--- config.mk ---
export PLATFORM = sky130hd
export DESIGN_NAME = countdown_timer_flat
export DESIGN_NICKNAME = d
export VERILOG_FILES = /design/src/rtl/countdown_timer_pkg.sv /design/src/rtl/countdown_timer_if.sv /design/src/rtl/countdown_timer_bcd_digit_down.sv /design/src/rtl/countdown_timer.sv /design/src/flat_wrapper.sv
export SDC_FILE = /design/constraint.sdc
export NUM_CORES = 1
export LEC_CHECK = 0
export CORE_ASPECT_RATIO = 0.9
export CORE_MARGIN = 4
export CORE_UTILIZATION = 58
export CTS_CLUSTER_SIZE = 12
export DETAILED_ROUTE_END_ITERATION = 7
export PLACE_DENSITY = 0.95
export SLEW_MARGIN = 25
export SYNTH_ARGS = -nofsm -noshare
export SYNTH_HDL_FRONTEND = slang
export SYNTH_SLANG_ARGS = --single-unit
--- constraint.sdc ---
create_clock -name clk -period 4.52 [get_ports clk]
set_clock_uncertainty 0.1 [all_clocks]
set_input_delay 0.904 -clock clk [delete_from_list [all_inputs] [get_ports clk]]
set_output_delay 0.904 -clock clk [all_outputs]
set_load 0.05 [all_outputs]
--- src/rtl/countdown_timer_pkg.sv ---
// ---------------------------------------------------------------------------
// countdown_timer_pkg
// Shared types and helpers for the BCD countdown timer.
//   state_e      : timer FSM states (IDLE, RUN, PAUSE, DONE)
//   SEG_BLANK    : all segments off (active-low)
//   SEG_TABLE    : active-low 7-segment patterns for digits 0..9,
//                  bit 0 = segment a ... bit 6 = segment g
//   seg_decode   : digit -> segment pattern (codes above 9 show blank)
//   bcd_saturate : clamps a BCD digit to the range 0..9
// ---------------------------------------------------------------------------
package countdown_timer_pkg;

  typedef enum logic [1:0] {
    IDLE  = 2'd0,
    RUN   = 2'd1,
    PAUSE = 2'd2,
    DONE  = 2'd3
  } state_e;

  localparam logic [6:0] SEG_BLANK = 7'h7F;

  localparam logic [6:0] SEG_TABLE [10] = '{
    7'h40, 7'h79, 7'h24, 7'h30, 7'h19,
    7'h12, 7'h02, 7'h78, 7'h00, 7'h10
  };

  // Digits are always held in 0..9, so the blank fallback only guards
  // against an index outside the table.
  function automatic logic [6:0] seg_decode(input logic [3:0] digit);
    if (digit > 4'd9) begin
      return SEG_BLANK;
    end
    return SEG_TABLE[digit];
  endfunction

  function automatic logic [3:0] bcd_saturate(input logic [3:0] digit);
    return (digit > 4'd9) ? 4'd9 : digit;
  endfunction

endpackage

--- src/rtl/countdown_timer_if.sv ---
// ---------------------------------------------------------------------------
// countdown_timer_if
// Command/status bundle of the countdown timer.
//   load      : capture load_val this cycle (level)
//   load_val  : BCD start value, digit 0 in bits [3:0]
//   start     : begin or resume counting (level)
//   pause     : suspend counting (level)
//   bcd_out   : current count, BCD, registered
//   ssd_out   : active-low segments, 7 bits per digit, digit 0 in [6:0]
//   running   : timer is counting
//   done      : timer has reached zero
// Modports: master drives commands, slave (the timer) drives status.
// ---------------------------------------------------------------------------
interface countdown_timer_if #(
  parameter int DIGITS = 2
);

  logic                  load;
  logic [4*DIGITS-1:0]   load_val;
  logic                  start;
  logic                  pause;
  logic [4*DIGITS-1:0]   bcd_out;
  logic [7*DIGITS-1:0]   ssd_out;
  logic                  running;
  logic                  done;

  modport master (
    output load, load_val, start, pause,
    input  bcd_out, ssd_out, running, done
  );

  modport slave (
    input  load, load_val, start, pause,
    output bcd_out, ssd_out, running, done
  );

endinterface

--- src/rtl/countdown_timer_bcd_digit_down.sv ---
// ---------------------------------------------------------------------------
// bcd_digit_down
// One BCD digit of the countdown chain.
//   clk          : system clock
//   reset        : synchronous active-low reset (digit -> 0)
//   dec_i        : decrement this digit this cycle
//   load_i       : capture load_digit_i (wins over dec_i)
//   load_digit_i : digit value to load, saturated to 9
//   digit_o      : current digit value (registered)
//   borrow_o     : decrement while at 0, i.e. borrow into the next digit
// ---------------------------------------------------------------------------
module bcd_digit_down
  import countdown_timer_pkg::*;
(
  input  logic       clk,
  input  logic       reset,
  input  logic       dec_i,
  input  logic       load_i,
  input  logic [3:0] load_digit_i,
  output logic [3:0] digit_o,
  output logic       borrow_o
);

  logic [3:0] digit_q, digit_d;

  // Next digit value: a load overrides a decrement, and a decrement
  // from 0 wraps to 9 while the borrow moves on to the next digit.
  always_comb begin
    digit_d = digit_q;
    if (load_i) begin
      digit_d = bcd_saturate(load_digit_i);
    end else if (dec_i) begin
      digit_d = (digit_q == 4'd0) ? 4'd9 : digit_q - 4'd1;
    end
  end

  // Digit register with synchronous active-low reset.
  always_ff @(posedge clk) begin
    if (!reset) begin
      digit_q <= 4'd0;
    end else begin
      digit_q <= digit_d;
    end
  end

  assign digit_o  = digit_q;
  assign borrow_o = dec_i && (digit_q == 4'd0);

endmodule

--- src/rtl/countdown_timer.sv ---
// ---------------------------------------------------------------------------
// countdown_timer
// BCD countdown timer with a prescaled tick and 7-segment outputs.
//   DIGITS   : number of BCD digits (1..8)
//   TICK_DIV : clk cycles per count tick (>= 2)
//   clk      : system clock, all state changes on the rising edge
//   reset    : synchronous active-low reset
//   bus      : countdown_timer_if.slave (commands in, count/segments out)
// Optional build macro COUNTDOWN_TIMER_DONE_BLINK_EN: while in DONE the
// displays blank on alternate tick periods.
// ---------------------------------------------------------------------------
module countdown_timer
  import countdown_timer_pkg::*;
#(
  parameter int DIGITS   = 2,
  parameter int TICK_DIV = 50000000
) (
  input  logic              clk,
  input  logic              reset,
  countdown_timer_if.slave  bus
);

  localparam int CW = 4 * DIGITS;
  localparam int PW = $clog2(TICK_DIV);
  localparam logic [PW-1:0] PRESC_MAX = PW'(TICK_DIV - 1);

  state_e          state_q, state_d;
  logic [PW-1:0]   presc_q, presc_d;
  logic [CW-1:0]   count;
  logic [DIGITS:0] decChain;
  logic [7*DIGITS-1:0] ssd;
  logic            runAdvance;
  logic            doneAdvance;
  logic            tick;
  logic            lastTick;
  logic            blank;

  // The prescaler advances in RUN unless this cycle suspends or reloads
  // the timer, and free-runs in DONE as the blink timebase.
  always_comb begin
    runAdvance  = (state_q == RUN) && !bus.load && !bus.pause;
    doneAdvance = (state_q == DONE) && !bus.load;
    tick        = (runAdvance || doneAdvance) && (presc_q == '0);
    decChain[0] = tick && (state_q == RUN) && (count != '0);
    // A borrow out of the top digit would be an underflow; treat it as the
    // end of the run as well so the count can never wrap.
    lastTick    = decChain[0] && ((count == CW'(1)) || decChain[DIGITS]);
  end

  // Prescaler next value: reload on load or on reaching 0, hold otherwise.
  always_comb begin
    presc_d = presc_q;
    if (bus.load) begin
      presc_d = PRESC_MAX;
    end else if (runAdvance || doneAdvance) begin
      presc_d = (presc_q == '0) ? PRESC_MAX : presc_q - 1'b1;
    end
  end

  // Count digits chained least significant first, borrow feeding upward.
  for (genvar g = 0; g < DIGITS; g++) begin : gDigit
    bcd_digit_down uDigit (
      .clk          (clk),
      .reset        (reset),
      .dec_i        (decChain[g]),
      .load_i       (bus.load),
      .load_digit_i (bus.load_val[4*g +: 4]),
      .digit_o      (count[4*g +: 4]),
      .borrow_o     (decChain[g+1])
    );
  end

  // FSM state and prescaler registers.
  always_ff @(posedge clk) begin
    if (!reset) begin
      state_q <= IDLE;
      presc_q <= PRESC_MAX;
    end else begin
      state_q <= state_d;
      presc_q <= presc_d;
    end
  end

  // Next-state logic: load beats start, start beats pause; start is only
  // heard in IDLE/PAUSE and pause only in RUN.
  always_comb begin
    state_d = state_q;
    if (bus.load) begin
      state_d = IDLE;
    end else begin
      case (state_q)
        IDLE, PAUSE: begin
          if (bus.start) begin
            state_d = (count != '0) ? RUN : DONE;
          end
        end
        RUN: begin
          if (bus.pause) begin
            state_d = PAUSE;
          end else if (lastTick) begin
            state_d = DONE;
          end
        end
        DONE:    state_d = DONE;
        default: state_d = IDLE;
      endcase
    end
  end

  // Status outputs decoded from the registered state.
  always_comb begin
    bus.running = (state_q == RUN);
    bus.done    = (state_q == DONE);
    bus.bcd_out = count;
  end

`ifdef COUNTDOWN_TIMER_DONE_BLINK_EN
  logic blink_q, blink_d;

  // Blink phase toggles on every tick while staying in DONE and is
  // cleared on any exit from DONE.
  always_comb begin
    blink_d = 1'b0;
    if ((state_q == DONE) && (state_d == DONE)) begin
      blink_d = blink_q ^ tick;
    end
  end

  always_ff @(posedge clk) begin
    if (!reset) begin
      blink_q <= 1'b0;
    end else begin
      blink_q <= blink_d;
    end
  end

  assign blank = blink_q;
`else
  assign blank = 1'b0;
`endif

  // Segment decode of the registered count, blanked during blink phase.
  always_comb begin
    ssd = '0;
    for (int i = 0; i < DIGITS; i++) begin
      ssd[7*i +: 7] = blank ? SEG_BLANK : seg_decode(count[4*i +: 4]);
    end
    bus.ssd_out = ssd;
  end

endmodule

--- src/flat_wrapper.sv ---
// flat-port wrapper written by rule: the top's interface ports become plain ports
module countdown_timer_flat import countdown_timer_pkg::*;
#(
  parameter int DIGITS   = 2,
  parameter int TICK_DIV = 50000000
)
  (clk, reset, bus_load, bus_load_val, bus_start, bus_pause, bus_bcd_out, bus_ssd_out, bus_running, bus_done);
  countdown_timer_if #(.DIGITS(DIGITS)) bus_i ();
  input  logic clk;
  input  logic reset;
  input wire logic [$bits(bus_i.load)-1:0] bus_load;
  input wire logic [$bits(bus_i.load_val)-1:0] bus_load_val;
  input wire logic [$bits(bus_i.start)-1:0] bus_start;
  input wire logic [$bits(bus_i.pause)-1:0] bus_pause;
  output wire logic [$bits(bus_i.bcd_out)-1:0] bus_bcd_out;
  output wire logic [$bits(bus_i.ssd_out)-1:0] bus_ssd_out;
  output wire logic [$bits(bus_i.running)-1:0] bus_running;
  output wire logic [$bits(bus_i.done)-1:0] bus_done;
  assign bus_i.load = bus_load;
  assign bus_i.load_val = bus_load_val;
  assign bus_i.start = bus_start;
  assign bus_i.pause = bus_pause;
  assign bus_bcd_out = bus_i.bcd_out;
  assign bus_ssd_out = bus_i.ssd_out;
  assign bus_running = bus_i.running;
  assign bus_done = bus_i.done;
  countdown_timer #(.DIGITS(DIGITS), .TICK_DIV(TICK_DIV)) u_core (.clk(clk), .reset(reset), .bus(bus_i));
endmodule
Word-level counts from Yosys, hierarchy flattened

Memories as Yosys holds them, arrays and structs flattened.
Index checks and enable logic that the tools add are counted.

Register bits: 36
Memory bits (read-only): 224
Bits of input ports: 13
Output and inout bits: 24
Logic and storage cells: 71
Memories kept: 2

Memory list:

| memory           | words | bits a word | read ports | clocked after memory_dff | write ports | RTL line                  | source |
|---|---|---|---|---|---|---|---|
| (name not given) | 16    | 7           | 1          | 0                        | 0           | countdown_timer_pkg.sv:33 | `return SEG_TABLE[digit];` |
| (name not given) | 16    | 7           | 1          | 0                        | 0           | countdown_timer_pkg.sv:33 |  |

Add/subtract/negate cells: 3
Order comparisons: 6
Equal/unequal tests: 6
Multiplexer cells: 24
Bitwise logic cells: 3
Reductions and logical operators: 23

Operator list:

| operator                | number |
|---|---|
| $mux W7                 | 8 |
| $mux W4                 | 8 |
| $logic_not A26 Y1       | 1 |
| $mux W26                | 1 |
| $sub A26 B1 Y26 const B | 1 |
| $gt A4 B4 Y1 const B    | 4 |
| $ge A5 B5 Y1 const B    | 2 |
| $not A4 Y5              | 2 |
| $logic_and A1 B1 Y1     | 9 |
| $eq A8 B1 Y1 const B    | 1 |
| $logic_not A4 Y1        | 2 |
| $mux W2                 | 4 |
| $reduce_bool A8 Y1      | 1 |
| $sub A4 B1 Y4 const B   | 2 |
| $pmux W2 S3             | 1 |
| $eq A2 B2 Y1 const B    | 2 |
| $reduce_bool A2 Y1      | 2 |
| $reduce_or A2 Y1        | 2 |
| $ne A3 B2 Y1 const B    | 1 |
| $eq A2 B1 Y1 const B    | 1 |
| $logic_not A1 Y1        | 2 |
| $logic_not A2 Y1        | 1 |
| $logic_or A1 B1 Y1      | 2 |
| $mux W1                 | 2 |
| 3 further kinds         | 3 |

Logic depth before layout (Yosys ltp)

Depth after elaboration: 14
Mapped depth: 8
Gate-level depth less buffers: 7

By module

A second synthesis with hierarchy kept.

Cell total of the unflattened synthesis: 280
Area total of the unflattened synthesis: 2,239.6 um2

Modules (own cells, without submodules):

| module          | times used | cells each | area an instance (um2) | seq. area each (um2) |
|---|---|---|---|---|
| countdown_timer | 1          | 228        | 1,776.7                | 560.5 |
| bcd_digit_down  | 2          | 26         | 231.5                  | 80.1 |

Worst setup path after synthesis

No wires, ideal clock.

Path type: register to output
From: register u_core.gDigit[1].uDigit.digit_q[0]
To: output port bus_ssd_out[11]
Data arrival time: 2,333 ps
Required time: 3,516 ps
Slack: 1,183 ps
Stages on the path, launching flop included: 6
Path buffers: 0
Cells stage by stage: dfxtp_1 -> inv_1 -> ha_1 -> nor3_1 -> nor2_1 -> a32oi_1

Word-level cells in the longest chain between the ends: 5
Elaborated cells between the ends (all ways): 7
Those cells by class: 1 x order compare; 4 x mux; 1 x bitwise; 1 x memory

RTL lines:

| item                                       | RTL line                             | source |
|---|---|---|
| start, declared                            | countdown_timer_bcd_digit_down.sv:24 | `logic [3:0] digit_q, digit_d;` |
| start signal, assigned                     | countdown_timer_bcd_digit_down.sv:42 | `digit_q <= digit_d;` |
| $not A4 Y5 (implied by the code)           | countdown_timer_pkg.sv:33            |  |
| $mem_v2 Z16 W7                             | --                                   |  |
| $mux W7 (implied by the code) (2 in a row) | countdown_timer_pkg.sv:33            |  |
| $mux W7 *                                  | countdown_timer_pkg.sv:33            |  |
| end, declared                              | flat_wrapper.sv:16                   | `output wire logic [$bits(bus_i.ssd_out)-1:0] bus_ssd_out;` |

Every way passes the cells marked *; elsewhere a longest branch is shown, timed or not. The select of a mux whose other input is x is not followed.

Worst setup path in the final report

From: register u_core.gDigit[0].uDigit.digit_q[1]
To: output port bus_ssd_out[6]

Word-level cells in the longest chain between the ends: 5
Elaborated cells between the ends (all ways): 7
Those cells by class: 1 x order compare; 4 x mux; 1 x bitwise; 1 x memory

RTL lines:

| item                                       | RTL line |
|---|---|
| start, declared                            | countdown_timer_bcd_digit_down.sv:24 |
| start signal, assigned                     | countdown_timer_bcd_digit_down.sv:42 |
| $not A4 Y5 (implied by the code)           | countdown_timer_pkg.sv:33 |
| $mem_v2 Z16 W7                             | -- |
| $mux W7 (implied by the code) (2 in a row) | countdown_timer_pkg.sv:33 |
| $mux W7 *                                  | countdown_timer_pkg.sv:33 |

Marked as above.

==> metrics.md <==
| Metric | Value |
|---|---|
| LEAKAGE | 0.988 nW |
| Reg2reg start | u_core.presc_q[13] |
| Adder-Cell Fraction of Synth Area | about 6.6% |
| Placed insts | between 300 and 400 |
| RD Place Congestion | about 0.94 |
| Crit path max fanout | 6 |
| Worst slew margin | 45.6% |
| Clock slew at reported path FFs | 0.07 ns |
| Via count of the first global-routing pass | 2,144 |
| Actual slew at the worst max-slew pin | 0.809 ns |
| H-tree Lvls | 2 |
| Root buf cell | clkbuf_8 |
| Final Hold Fails | 0 |
| Share of layout cells above drive strength 1 | under 10% |
| CP startpoint kind | flip-flop |
| Area share of and/or/nand/nor cells after synthesis | between 30 and 40% |
| Core Rows | 21 |
| Synthesis-to-finish area growth | 20.9% |
| Post-route ant nets | 0 |
| Max Cap Viol | 0 |
| Setup Fix Bufs, Post-CTS | 0 |
| Clk Latency, worst-skew pair | between 0.2 and 0.3 ns |
| Post-synth ARST share | 0% |
| CP max stage cell | clkdlybuf4s50_1 |
| Die area | roughly 5000 um2 |
| Largest family of logic cells by synthesized area | simple AND/OR/NAND/NOR gates |
| Netlist Area Pre-Place | between 2000 and 2500 um2 |
| RSZ-0062 raised after global routing | no |
| CTS resizes | 0 |
| Ant diodes | 0 |
| Post-Syn Nets | 320 |
| CTS Sinks | 36 |
| Number of CTS-inserted buffers | 5 |
| Worst-case clock buffer depth | 2 |
| Cells on worst reg2reg path | 5 |
| Post-synth EDFFs | 0 |
| CTS tree | built |
| Number of buffers and inverters on the critical path | 2 |
| Core Area | roughly 3800 um2 |
| Critical Path, Cell by Cell | inv_1, ha_1, nor2_1, nand2_1, o21ai_0, nor2_1, nor2_1, clkdlybuf4s50_1 |
| I/O Buffers | 36 |
| Final nets | ~350 |
| GRT overflow | 0 |
| Final setup vio count | 0 |
| Setup TNS | 0 ns |
| DR WL/cell | ~17 um |
| Die Wd | roughly 74 um |
| Main synth FF type | dfxtp_1 |
| Largest net degree at the start of global routing | 18 |
| Status | complete, no violations |
| Initial DRT Pass Iterations | 4 |
| Max IR drop VDD | about 0.25 mV |
| Pwr/cell area | roughly 270 nW/um2 |
| Overall routing resource usage | about a quarter |
| Vias post-DR | approximately 2.4k |
| Worst path max stage delay | between 0.8 and 0.9 ns |
| Critical path class | reg2out |
| Distinct cells, synth | a little under 50 |
| FMAX | ~270 MHz |
| Register area share after synthesis | a little under a third |
| Synth Area in Compound Gates | between 10% and 20% |
| Drt via density | around 6.3 |
| First-pass GRT wire length | ~10,000 um |
| CP delay by family, top | buffers and inverters |
| CP required | around 3.5 ns |
| Worst hold start | u_core.presc_q[12] |
| Final HPWL DP | roughly 4500 um |
| Worst Hold Depth | 2 |
| Synth Area in XOR/XNOR | under 10% |
| Yosys Warn Count | 0 |
| DRC violation count after routing | 0 |
| Mux cell area share after synthesis | 0.439% |
| Number of cells on the critical path | 8 |
| Die height | roughly 67 um |
| Crit path from | u_core.gDigit[0].uDigit.digit_o[1] |
| Overall power | between 0.7 and 0.8 mW |
| Cell Count, Final, Fillers Out | approximately 380 |
| Worst Setup End Kind | primary output |
| Hold buffer count at CTS | 0 |
| Num ports | 37 |
| Seq cells post-synth | 36 |
| WP data arrival | between 2 and 3 ns |
| Fin crit share | between 80% and 90% |
| Fin. max-slew vios | 0 |
| Fin crit period | 3.64 ns |
| Antenna violations before repair | 0 |
| Detailed Route Iter0 Violations | 196 |
| Final core utilization | 73.3% |
| Worst hold path type | reg2reg |
| Final wirelength | ~6200 um |
| Most frequent CP cell | nor2_1 |
| Mean Syn Cell Area | approximately 7.7 um2 |
| Initial Util | between 60% and 70% |
| Syn Inst Count | 295 |
[routing by layer]
| layer | track usage (%) | wire [um] | vias up |
|---|---|---|---|
| met5 | 0 | 0 | - |
| met4 | 8.37 | 101 | 0 |
| met3 | 6.10 | 584 | 17 |
| met2 | 42.3 | 2910 | 139 |
| met1 | 33.1 | 2590 | 1081 |
| li1 | - | - | 1113 |
[where the power goes]
part	internal [mW]	switching [mW]	total, mW	leakage [nW]
logic	0.0672	0.126	0.194	0.647
clock network	0.107	0.115	0.222	0.0479
registers	0.322	0.0115	0.334	0.292
total	0.497	0.253	0.749	0.988
[worst paths after layout]
check / end / slack (ns)
min: u_core.presc_q[12] / 0.40
max: bus_ssd_out[6] / 0.88
max reg2reg: u_core.presc_q[10] / 1.78
min reg2reg: u_core.presc_q[12] / 0.40
[cells in the mapped netlist, types with 5 or more instances]
library cell / n / area (um2)
nor3_1: 8 / 40.0
clkbuf_1: 9 / 33.8
or3_1: 10 / 62.6
dfxtp_1: 36 / 721
o21ai_0: 15 / 75.1
xnor2_1: 10 / 87.6
nor2_1: 30 / 113
nand3_1: 12 / 60.1
nand2_1: 35 / 131
xor2_1: 13 / 114
nor4_1: 13 / 81.3
a21oi_1: 11 / 55.1
nand2b_1: 5 / 31.3
inv_1: 15 / 56.3
ha_1: 12 / 150
nand4_1: 5 / 31.3
[logic make-up (layout without fill, tap and decap cells)]
logic type | count (synthesis) | in the layout
AND/OR/NAND/NOR | 145 | 145
AO/OA/AOI/OAI | 52 | 52
flip-flops | 36 | 36
buffers and inverters | 26 | 60
XOR/XNOR | 23 | 23
adder cells (fa/ha/maj) | 12 | 12
multiplexers | 1 | 1
[state kept, by name (all words and copies together) (netlist names)]
| name | cells |
|---|---|
| u_core.state_q | 2 |
| u_core.presc_q | 26 |
| u_core.gDigit.uDigit.digit_o | 8 |
[area by class of cell]
cell class,instances,area [um2]
Clock buffer,5,68.8
Clock inverter,3,18.8
Fill cell,297,1000
Inverter,15,56.3
Multi-Input combinational cell,233,1470
Sequential cell,36,721
Timing Repair Buffer,37,368
Tap cell,46,57.6
[cell usage in the layout (no fill, tap or decap), types with 4 or more instances in the layout]
cell type / instances
clkdlybuf4s50_1: 36
dfxtp_1: 36
nand2_1: 35
nor2_1: 30
inv_1: 15
o21ai_0: 15
xor2_1: 13
nor4_1: 12
nand3_1: 12
ha_1: 12
a21oi_1: 11
or3_1: 10
xnor2_1: 10
nor3_1: 8
nand2b_1: 5
nand4_1: 5
clkbuf_8: 5
and3_1: 4
a31oi_1: 4
[metrics by stage]
step	setup WS [ns]	cell area, um2	hold slack, ns
floorplan	1.18	2280	0.356
global placement	1.22	2670	0.377
detailed placement	1.11	2670	0.377
CTS	0.904	2760	0.396
global route	0.771	2760	0.445
finish	0.881	2760	0.401
[tightest hold or removal path, delay by kind of cell, from the launching register on]
family,cells,cell delay (ns)
and+or+nand+nor,1,0.06
DFF,1,0.34
xor gates and xnor gates,1,0.07
Power figures use the tool's default switching activity.
==> edit, RTL diff (same settings) <==
Re-encode `state_e` (4 states) as one-hot, 4 bits wide.
--- a/src/rtl/countdown_timer_pkg.sv
+++ b/src/rtl/countdown_timer_pkg.sv
@@ -12,7 +12,7 @@
 
-  typedef enum logic [1:0] {
-    IDLE  = 2'd0,
-    RUN   = 2'd1,
-    PAUSE = 2'd2,
-    DONE  = 2'd3
+  typedef enum logic [3:0] {
+    IDLE  = 4'b0001,
+    RUN   = 4'b0010,
+    PAUSE = 4'b0100,
+    DONE  = 4'b1000
   } state_e;
Formal check against the unedited RTL: no difference found for any inputs over 10 cycles, from zero or initial values and one cycle with reset low; not proved beyond that.
==> edit against the unedited design <==
Synthesized area increased by 8.7%. Routed wire length decreased by 6.9%. Design area increased by 7.2%. Critical path depth unchanged. Fmax increased by 1.1%. Cell count increased by 3.5%. Clock power increased by 29%. Sequential cell count increased by 2. Total power increased by 19%. Synthesized cell count increased by 4.7%. Setup slack improved by 40 ps. Critical endpoint unchanged. Largest cell class unchanged. Largest power group unchanged.
==> edit: results (changes against the unedited design) <==
* Wire per inst at 14.8 µm (was 16.5 µm)
* H-tree depth at 2 (unchanged)
* Synth async-reset ratio at 0 (unchanged)
* Placed instance area at 2840 µm² (was 2670 µm²)
* Largest net degree at the start of global routing at 19 (was 18)
* CTS Buf Count at 5 (unchanged)
* Max FO, Critical Path at 6 (unchanged)
* Post-CTS Setup Repair Bufs at 0 (unchanged)
* Most frequent cells after synthesis: 39 x nand2_1, 38 x dfxtp_1, 34 x nor2_1 (was 36 x dfxtp_1, 35 x nand2_1, 30 x nor2_1)
* GR Util All Layers at 0.222 (was 0.257)
* Net Count, Synth at 334 (was 320)
* Post-synthesis cell type count at 56 (was 49)
* Antenna violations before repair at 0 (unchanged)
* Top reg by flops: u_core.presc_q (unchanged)
* Mapped Avg Cell Area at 8.02 µm² (was 7.73 µm²)
* Pre-CTS setup slack at 978 ps (was 1110 ps)
* WP data arrival at 2600 ps (was 2630 ps)
* Worst min-delay path class: flip-flop to flip-flop (unchanged)
* Routed vias/inst at 6.09 (was 6.27)
* CTS resizes at 0 (unchanged)
* Dpl cells at 380 (was 367)
* Largest register FFs at 26 (unchanged)
* Worst skew pair latency at about 300 ps
* FILL cells at 287 (was 297)
* Slew @ Worst Pin at 989 ps (was 809 ps)
* Synth area leaders: dfxtp_1 31%, xnor2_1 7.4%, ha_1 6.1% (was dfxtp_1 32%, ha_1 6.6%, nand2_1 5.8%)
* Root Driver: clkbuf_8 (unchanged)
* Outcome: complete, no violations (unchanged)
* Max VDD drop at 189 µV (was 254 µV)
* Seq/Total Area, Yosys at 0.307 (was 0.316)
* Max clock buf depth at 2 (unchanged)
* Final Non-Filler Cells at 388 (was 375)
* Clock-pin transition on the worst setup and hold timing paths at approximately 80 ps
* CP max stage delay at 800 ps
* RePlAce Congestion at 0.840 (was 0.940)
* # diodes at 0 (unchanged)
* P_leak at 1.03 nW (was 0.988 nW)
* Share of cells above drive strength 1 at 0.0647 (was 0.0547)
* Port Buffers at 36 (unchanged)
* CP max-delay cell: clkdlybuf4s50_1 (unchanged)
* Warning count from the yosys run at 0 (unchanged)
* Pre-antenna DRT Iters at 5 (was 4)
* Post-layout nets at 364 (was 353)
* Via count of the first global-routing pass at 2257 (was 2144)
* CP delay by family, top: buffers and inverters (unchanged)
* DP HPWL at 4.23 mm (was 4.45 mm)
* First-pass GRT wire length at 10.0 mm (about the same)
* Prevailing post-synth register cell: dfxtp_1 (unchanged)
* Iteration-0 DRC Markers at 169 (was 196)
edit: cell count changes after synthesis, moves of 4 or more:
cell and change:
nor2_1 +4, nor3_1 +6, nor4_2 +5, nand3_1 -7, xnor2_1 +11, o21ai_1 +4, nand2_1 +4, nor3b_1 +4
or3_1 -4, nor4_1 -5, inv_1 -6, xor2_1 -8, buf_2 +4
edit: layout make-up:
class                      count  area [µm²]  share of cell area
inverter                       9        33.8              0.0114
timing repair buffer          36         360               0.122
clock buffer                   5        68.8              0.0233
clock inverter                 3        40.0              0.0136
sequential                    38         761               0.258
multi-input combinational    249        1630               0.552
tap                           48        60.1              0.0203
edit: kinds of logic (layout without fill, tap and decap cells):
logic type / after synthesis / in the layout / share of synthesized area
multiplexers: 2 / 2 / 0.00808
flip-flops: 38 / 38 / 0.307
AO/OA/AOI/OAI: 57 / 57 / 0.147
AND/OR/NAND/NOR: 152 / 152 / 0.349
adder cells (fa/ha/maj): 12 / 12 / 0.0606
XOR/XNOR: 26 / 26 / 0.0919
buffers and inverters: 22 / 53 / 0.0358
edit: stage by stage:
stage	power [W]	util
after global routing	0.000931	0.720
after detailed placement	0.000611	0.693
final	0.000892	0.720
after CTS	0.000892	0.720
after floorplan	0.000534	-
after global placement	0.000608	0.693
edit: worst paths after layout:
| check | startpoint | to | slack [ps] | depth (start not counted) |
|---|---|---|---|---|
| max | u_core.gDigit[0].uDigit.digit_o[0]$_SDFFE_PN0P_ | bus_ssd_out[6] | 920 | 8 |
| min | u_core.presc_q[4]$_SDFFE_PP1P_ | u_core.presc_q[4]$_SDFFE_PP1P_ | 410 | 2 |
| max reg2reg | u_core.presc_q[2]$_SDFFE_PP1P_ | u_core.presc_q[17]$_SDFFE_PP1P_ | 1990 | 5 |
| min reg2reg | u_core.presc_q[4]$_SDFFE_PP1P_ | u_core.presc_q[4]$_SDFFE_PP1P_ | 410 | 2 |
edit: metal layers:
| metal | share of wire | track usage |
|---|---|---|
| met1 | 0.45 | 0.301 |
| met2 | 0.45 | 0.338 |
| met3 | 0.076 | 0.0593 |
| met4 | 0.016 | 0.0805 |
| met5 | 0 | 0 |
edit: worst reg2reg max path: stages, from the launching register on:
cell and delay, ps:
dfxtp_1 340, nor3_1 600, o2111ai_1 640, nor4_1 490
xnor2_1 170, nand2_1 60
edit: power breakdown:
part	switching [W]	leakage (nW)	internal (W)
combinational	0.000159	0.663	0.0000894
clock	0.000124	0.0579	0.000162
sequential	0.0000158	0.309	0.000341
total	0.000299	1.03	0.000593
